==> config.mk <==
export PLATFORM = sky130hd
export DESIGN_NAME = benes_packed_unpacker
export DESIGN_NICKNAME = d
export VERILOG_FILES = /design/src/rtl/benes_packed_unpacker.sv
export SDC_FILE = /design/constraint.sdc
export NUM_CORES = 2
export LEC_CHECK = 0
export ABC_AREA = 1
export ABC_CLOCK_PERIOD_IN_PS = 101500
export CORE_MARGIN = 2
export CORE_UTILIZATION = 40
export DETAILED_ROUTE_END_ITERATION = 6
export PLACE_DENSITY_LB_ADDON = 0.3
export REMOVE_ABC_BUFFERS = 1
export SETUP_SLACK_MARGIN = 0.3
export SLEW_MARGIN = 15
export SYNTH_ARGS = -nofsm -noshare
export SYNTH_HDL_FRONTEND = slang
export SYNTH_SLANG_ARGS = --single-unit
==> constraint.sdc <==
create_clock -name clk -period 101.5 [get_ports clk]
set_clock_uncertainty 0.1 [all_clocks]
set_input_delay 15.225 -clock clk [delete_from_list [all_inputs] [get_ports clk]]
set_output_delay 15.225 -clock clk [all_outputs]
set_load 0.01 [all_outputs]
==> src/rtl/benes_packed_unpacker.sv <==
// -----------------------------------------------------------------------------
// benes_packed_unpacker
//
// Consumer end of the packed Benes datapath. Full packed words (FSIZE elements
// of E bits) arrive from the network output stage through a valid/ready
// handshake. They are held in a small circular buffer of DEPTH words. Each
// word is then drained as BEATS consecutive beats of OUT_ELEMS elements each.
//
// Ports
//   clk        single clock, all state updates on the rising edge
//   rst        asynchronous, active-high reset
//   in_valid   a packed word is offered
//   in_ready   the buffer has room (derived from the registered count only)
//   in_data    packed word, element k at bits [k*E +: E]
//   out_valid  a beat is offered (buffer non-empty)
//   out_ready  downstream accepts the beat
//   out_data   current beat, element j at bits [j*E +: E]
//   out_last   the current beat is the final beat of its word
//   out_idx    index of the current beat within its word
//   frame_cnt  number of completely drained words since reset (wraps)
//   busy       the buffer holds at least one word
// -----------------------------------------------------------------------------
module benes_packed_unpacker #(
    parameter int E         = 8,
    parameter int FSIZE     = 64,
    parameter int OUT_ELEMS = 4,
    parameter int DEPTH     = 2,
    localparam int DATA_WIDTH = E * FSIZE,
    localparam int OUT_W      = E * OUT_ELEMS,
    localparam int BEATS      = FSIZE / OUT_ELEMS,
    localparam int BW         = (BEATS > 1) ? $clog2(BEATS) : 1
) (
    input  logic                  clk,
    input  logic                  rst,
    input  logic                  in_valid,
    output logic                  in_ready,
    input  logic [DATA_WIDTH-1:0] in_data,
    output logic                  out_valid,
    input  logic                  out_ready,
    output logic [OUT_W-1:0]      out_data,
    output logic                  out_last,
    output logic [BW-1:0]         out_idx,
    output logic [15:0]           frame_cnt,
    output logic                  busy
);

    localparam int PW = $clog2(DEPTH);
    localparam int CW = $clog2(DEPTH + 1);
    localparam logic [BW-1:0] LAST_BEAT = BW'(BEATS - 1);
    localparam logic [CW-1:0] DEPTH_C   = CW'(DEPTH);

    // Word storage. It is cleared on reset, so the stale slot visible while
    // the buffer is empty is well defined.
    logic [DATA_WIDTH-1:0] mem_reg [DEPTH];

    logic [PW-1:0] wr_ptr_reg, wr_ptr_next;
    logic [PW-1:0] rd_ptr_reg, rd_ptr_next;
    logic [CW-1:0] count_reg,  count_next;
    logic [BW-1:0] beat_reg,   beat_next;
    logic [15:0]   frame_cnt_reg, frame_cnt_next;

    logic push;
    logic beat_xfer;
    logic word_pop;

    logic [DATA_WIDTH-1:0] head_word;
    logic [OUT_W-1:0]      beat_slices [BEATS];

    // -------------------------------------------------------------------------
    // Handshake decode
    // -------------------------------------------------------------------------
    // in_ready looks only at the registered count, so a pop in the same cycle
    // does not open the buffer: there is no fall-through path.
    assign in_ready  = (count_reg < DEPTH_C);
    assign out_valid = (count_reg != '0);
    assign busy      = out_valid;

    assign push      = in_valid && in_ready;
    assign beat_xfer = out_valid && out_ready;
    assign word_pop  = beat_xfer && (beat_reg == LAST_BEAT);

    // -------------------------------------------------------------------------
    // Beat selection from the head word
    // -------------------------------------------------------------------------
    assign head_word = mem_reg[rd_ptr_reg];

    generate
        for (genvar gi = 0; gi < BEATS; gi++) begin : g_beat
            assign beat_slices[gi] = head_word[gi*OUT_W +: OUT_W];
        end
    endgenerate

    assign out_data  = beat_slices[beat_reg];
    assign out_idx   = beat_reg;
    assign out_last  = out_valid && (beat_reg == LAST_BEAT);
    assign frame_cnt = frame_cnt_reg;

    // -------------------------------------------------------------------------
    // Next-state logic
    // -------------------------------------------------------------------------
    always_comb begin
        wr_ptr_next    = wr_ptr_reg;
        rd_ptr_next    = rd_ptr_reg;
        count_next     = count_reg;
        beat_next      = beat_reg;
        frame_cnt_next = frame_cnt_reg;

        // DEPTH is a power of two, so plain increment wraps modulo DEPTH.
        if (push) begin
            wr_ptr_next = wr_ptr_reg + PW'(1);
        end

        if (beat_xfer) begin
            if (word_pop) begin
                beat_next      = '0;
                rd_ptr_next    = rd_ptr_reg + PW'(1);
                frame_cnt_next = frame_cnt_reg + 16'd1;
            end else begin
                beat_next = beat_reg + BW'(1);
            end
        end

        // A push together with a word pop leaves the occupancy unchanged.
        case ({push, word_pop})
            2'b10:   count_next = count_reg + CW'(1);
            2'b01:   count_next = count_reg - CW'(1);
            default: count_next = count_reg;
        endcase
    end

    // -------------------------------------------------------------------------
    // State registers
    // -------------------------------------------------------------------------
    always_ff @(posedge clk or posedge rst) begin
        if (rst) begin
            wr_ptr_reg    <= '0;
            rd_ptr_reg    <= '0;
            count_reg     <= '0;
            beat_reg      <= '0;
            frame_cnt_reg <= '0;
        end else begin
            wr_ptr_reg    <= wr_ptr_next;
            rd_ptr_reg    <= rd_ptr_next;
            count_reg     <= count_next;
            beat_reg      <= beat_next;
            frame_cnt_reg <= frame_cnt_next;
        end
    end

    generate
        for (genvar gi = 0; gi < DEPTH; gi++) begin : g_slot
            always_ff @(posedge clk or posedge rst) begin
                if (rst) begin
                    mem_reg[gi] <= '0;
                end else if (push && (wr_ptr_reg == PW'(gi))) begin
                    mem_reg[gi] <= in_data;
                end
            end
        end
    endgenerate

endmodule

==> run summary <==
outcome: finished, violations left
failing checks: design-rule violations
top cell type's share of synthesized area: 0.5318
Area Overhead vs Synth: 19.98%
Hold Violations, Final: 0
WP data required: 86.18 ns
number of flops mapped to enable cells by yosys: 0
leak pwr: 0.02935 uW
#FFs+latches synth: 1048
max FFs per register: 1024
post-route ant nets: 0
fmax: 46.36 MHz
endpoints failing setup: 0
Die Height: 355.1 um
clk_lat worst skew: 0.69 ns
post-synthesis cell count: 6413
pin count of the biggest net entering global routing: 258
Post-CTS Setup Bufs: 0
routed vias/inst: 5.083
post-cts resize count: 0
Worst-path clk slew: 0.06 ns
leading area contributor after synthesis: dfrtp_1
fin nets: 7235
Post-Syn Area: 49310 um^2
clock sink count: 1048
multiplexer area fraction after synthesis: 0
peak supply drop: 22.98 uV
max-slew violations: 0
placed wire-length estimate: 91670 um
post-layout min period: 21.57 ns
TritonCTS clock tree: yes
die area: 126100 um^2
worst-path maximum fanout: 159
R2R Setup Slk: 95.70 ns
Rows: 128
first-pass GRT wire length: 235900 um
Overflow after GRT: 0
Yosys warnings: 0
Hold Path Sink: mem_reg[485]
Final TNS setup: 0 ns
CTS Buf Count: 112
Starting Density: 0.4041
ys flop type: dfrtp_1
root buffer cell: clkbuf_16
r2r startpoint: count_reg[1]
Die X: 355.1 um
RR Endpoint: mem_reg[995]
combinational family with the most area after synthesis: simple AND/OR/NAND/NOR gates
Synth Area in Adders: 0.0007612
initial antenna violation count: 6
startpoint types: flip-flop
top post-synthesis cells by area: dfrtp_1, nand2_1, nand3_1, o21ai_0, inv_1
type of the most critical hold path: flip-flop to flip-flop
clock buffer depth: 3
via count: 42860
core area: 122000 um^2
pwr dens: 32.06 nW/um^2
most frequent cell after synthesis: nand2_1
utilization after layout: 0.4848
number of global-route vias before repair: 41060
Residual DRC: 1
CP Data Arrival Time: 6.25 ns
CTS Hold Bufs: 0
Routed Wire Length: 149900 um
Worst Setup Slack, final: 79.93 ns
synth unique cells: 23
H-tree depth: 3
compound-gate portion of the synthesized area: 0.1113
Worst Setup Path Type: flip-flop to primary output
first-iteration detailed-routing DRC count: 4114
WL/cell: 17.78 um
Synth top cells by count: nand2_1, dfrtp_1, nand3_1
Hold Crit Depth: 2
Post-Synth XOR/XNOR Area: 0.002487
Async SR Flop Fraction: 1.000
Slew HR: 0.1053
DRT Pass-1 Iters: 7
share of layout cells above drive strength 1: 0.03688
mean post-synth cell area: 7.689 um^2
Synth Area in Simple Gates: 0.2642
hold wc startpoint: mem_reg[485]
crit end category: primary output
period utilization: 0.2125
Worst R2R Path Depth: 9
gpl congestion: 0.8051
IO Pins: 572
register area share after synthesis: 0.5318
RSZ-0062 raised after global routing: no
max_cap viols: 0
I/O Buffers: 571
global-route usage over all layers: 0.2347
pre-CTS setup slack: 80.23 ns
Worst Tran Pin Value: 1.342 ns
## critical path, cell delays in order (launching register included)
cell,delay (ns)
dfrtp_4,0.76
inv_8,0.83
buf_4,0.66
buf_4,0.63
buf_4,0.77
nand2_1,0.10
nand3_1,0.10
nand2_1,0.06
nor2_1,0.36
nor2_1,0.09
nand2_1,0.07
nand2_1,0.05
inv_1,0.17
clkdlybuf4s50_1,0.58
## per-layer routing
layer	part of all wire	track usage	up-vias
met5	0.00022	0	-
met1	0.44	0.3266	20500
met2	0.48	0.3833	1283
li1	-	-	20840
met4	0.030	0.07492	6
met3	0.054	0.02718	231
## layout by cell type (no fill, tap or decap), types with 4 or more instances in the layout
cell type,instances
o21ai_0,629
clkdlybuf4s50_1,571
a21oi_1,66
nand2_1,2446
xnor2_1,6
clkbuf_1,25
inv_1,556
nand3_1,648
dfrtp_1,1044
nor2_1,144
clkbuf_16,115
buf_4,52
bufinv_16,11
buf_12,4
xor2_1,8
clkinv_2,20
o21ai_1,400
clkbuf_8,26
nor3_1,4
## how the worst max path moves through the flow
| stage | from | to | slack (ns) | cells after the start |
|---|---|---|---|---|
| floorplan | rst | count_reg[0] | 56.68 | 1 |
| global placement | rst | mem_reg[301] | 80.33 | 7 |
| detailed placement | rst | mem_reg[301] | 80.23 | 7 |
| CTS | rd_ptr_reg | out_data[21] | 79.99 | 13 |
| global route | rd_ptr_reg | out_data[21] | 79.58 | 13 |
| finish | rd_ptr_reg | out_data[21] | 79.93 | 13 |
## metrics by stage
step                hold WS [ns]  total power (uW)  instances  cell area (um^2)
floorplan                 0.3529              1352       5974             47020
CTS                       0.3873              1908       8430             59160
detailed placement        0.3724              1473       8227             55310
finish                    0.3787              1897       8431             59170
global route              0.3972              2050       8430             59160
global placement          0.3649              1454       8227             55310
## power by group
group / switching [uW] / internal, uW / total (uW)
Sequential: 105 / 607 / 713
Clock: 174 / 254 / 428
Combinational: 490 / 266 / 756
Total: 769 / 1130 / 1900
## kinds of logic (layout without fill, tap and decap cells)
family	count (synthesis)	count (layout)
AND/OR/NAND/NOR	3249	3249
AO/OA/AOI/OAI	1096	1096
flip-flops	1048	1048
buffers and inverters	1003	1395
XOR/XNOR	14	14
adder cells (fa/ha/maj)	3	3
other	0	1
## area by class of cell
class | count | area (um^2)
diodes | 1 | 2.502
clock buffers | 166 | 3329
clock inverters | 37 | 523.0
fillers | 11880 | 62870
inverters | 564 | 2147
multi-input cells | 4362 | 18700
flip-flops and latches | 1048 | 26240
well taps | 1625 | 2033
repair buffers | 628 | 6197
Power figures use the tool's default switching activity.
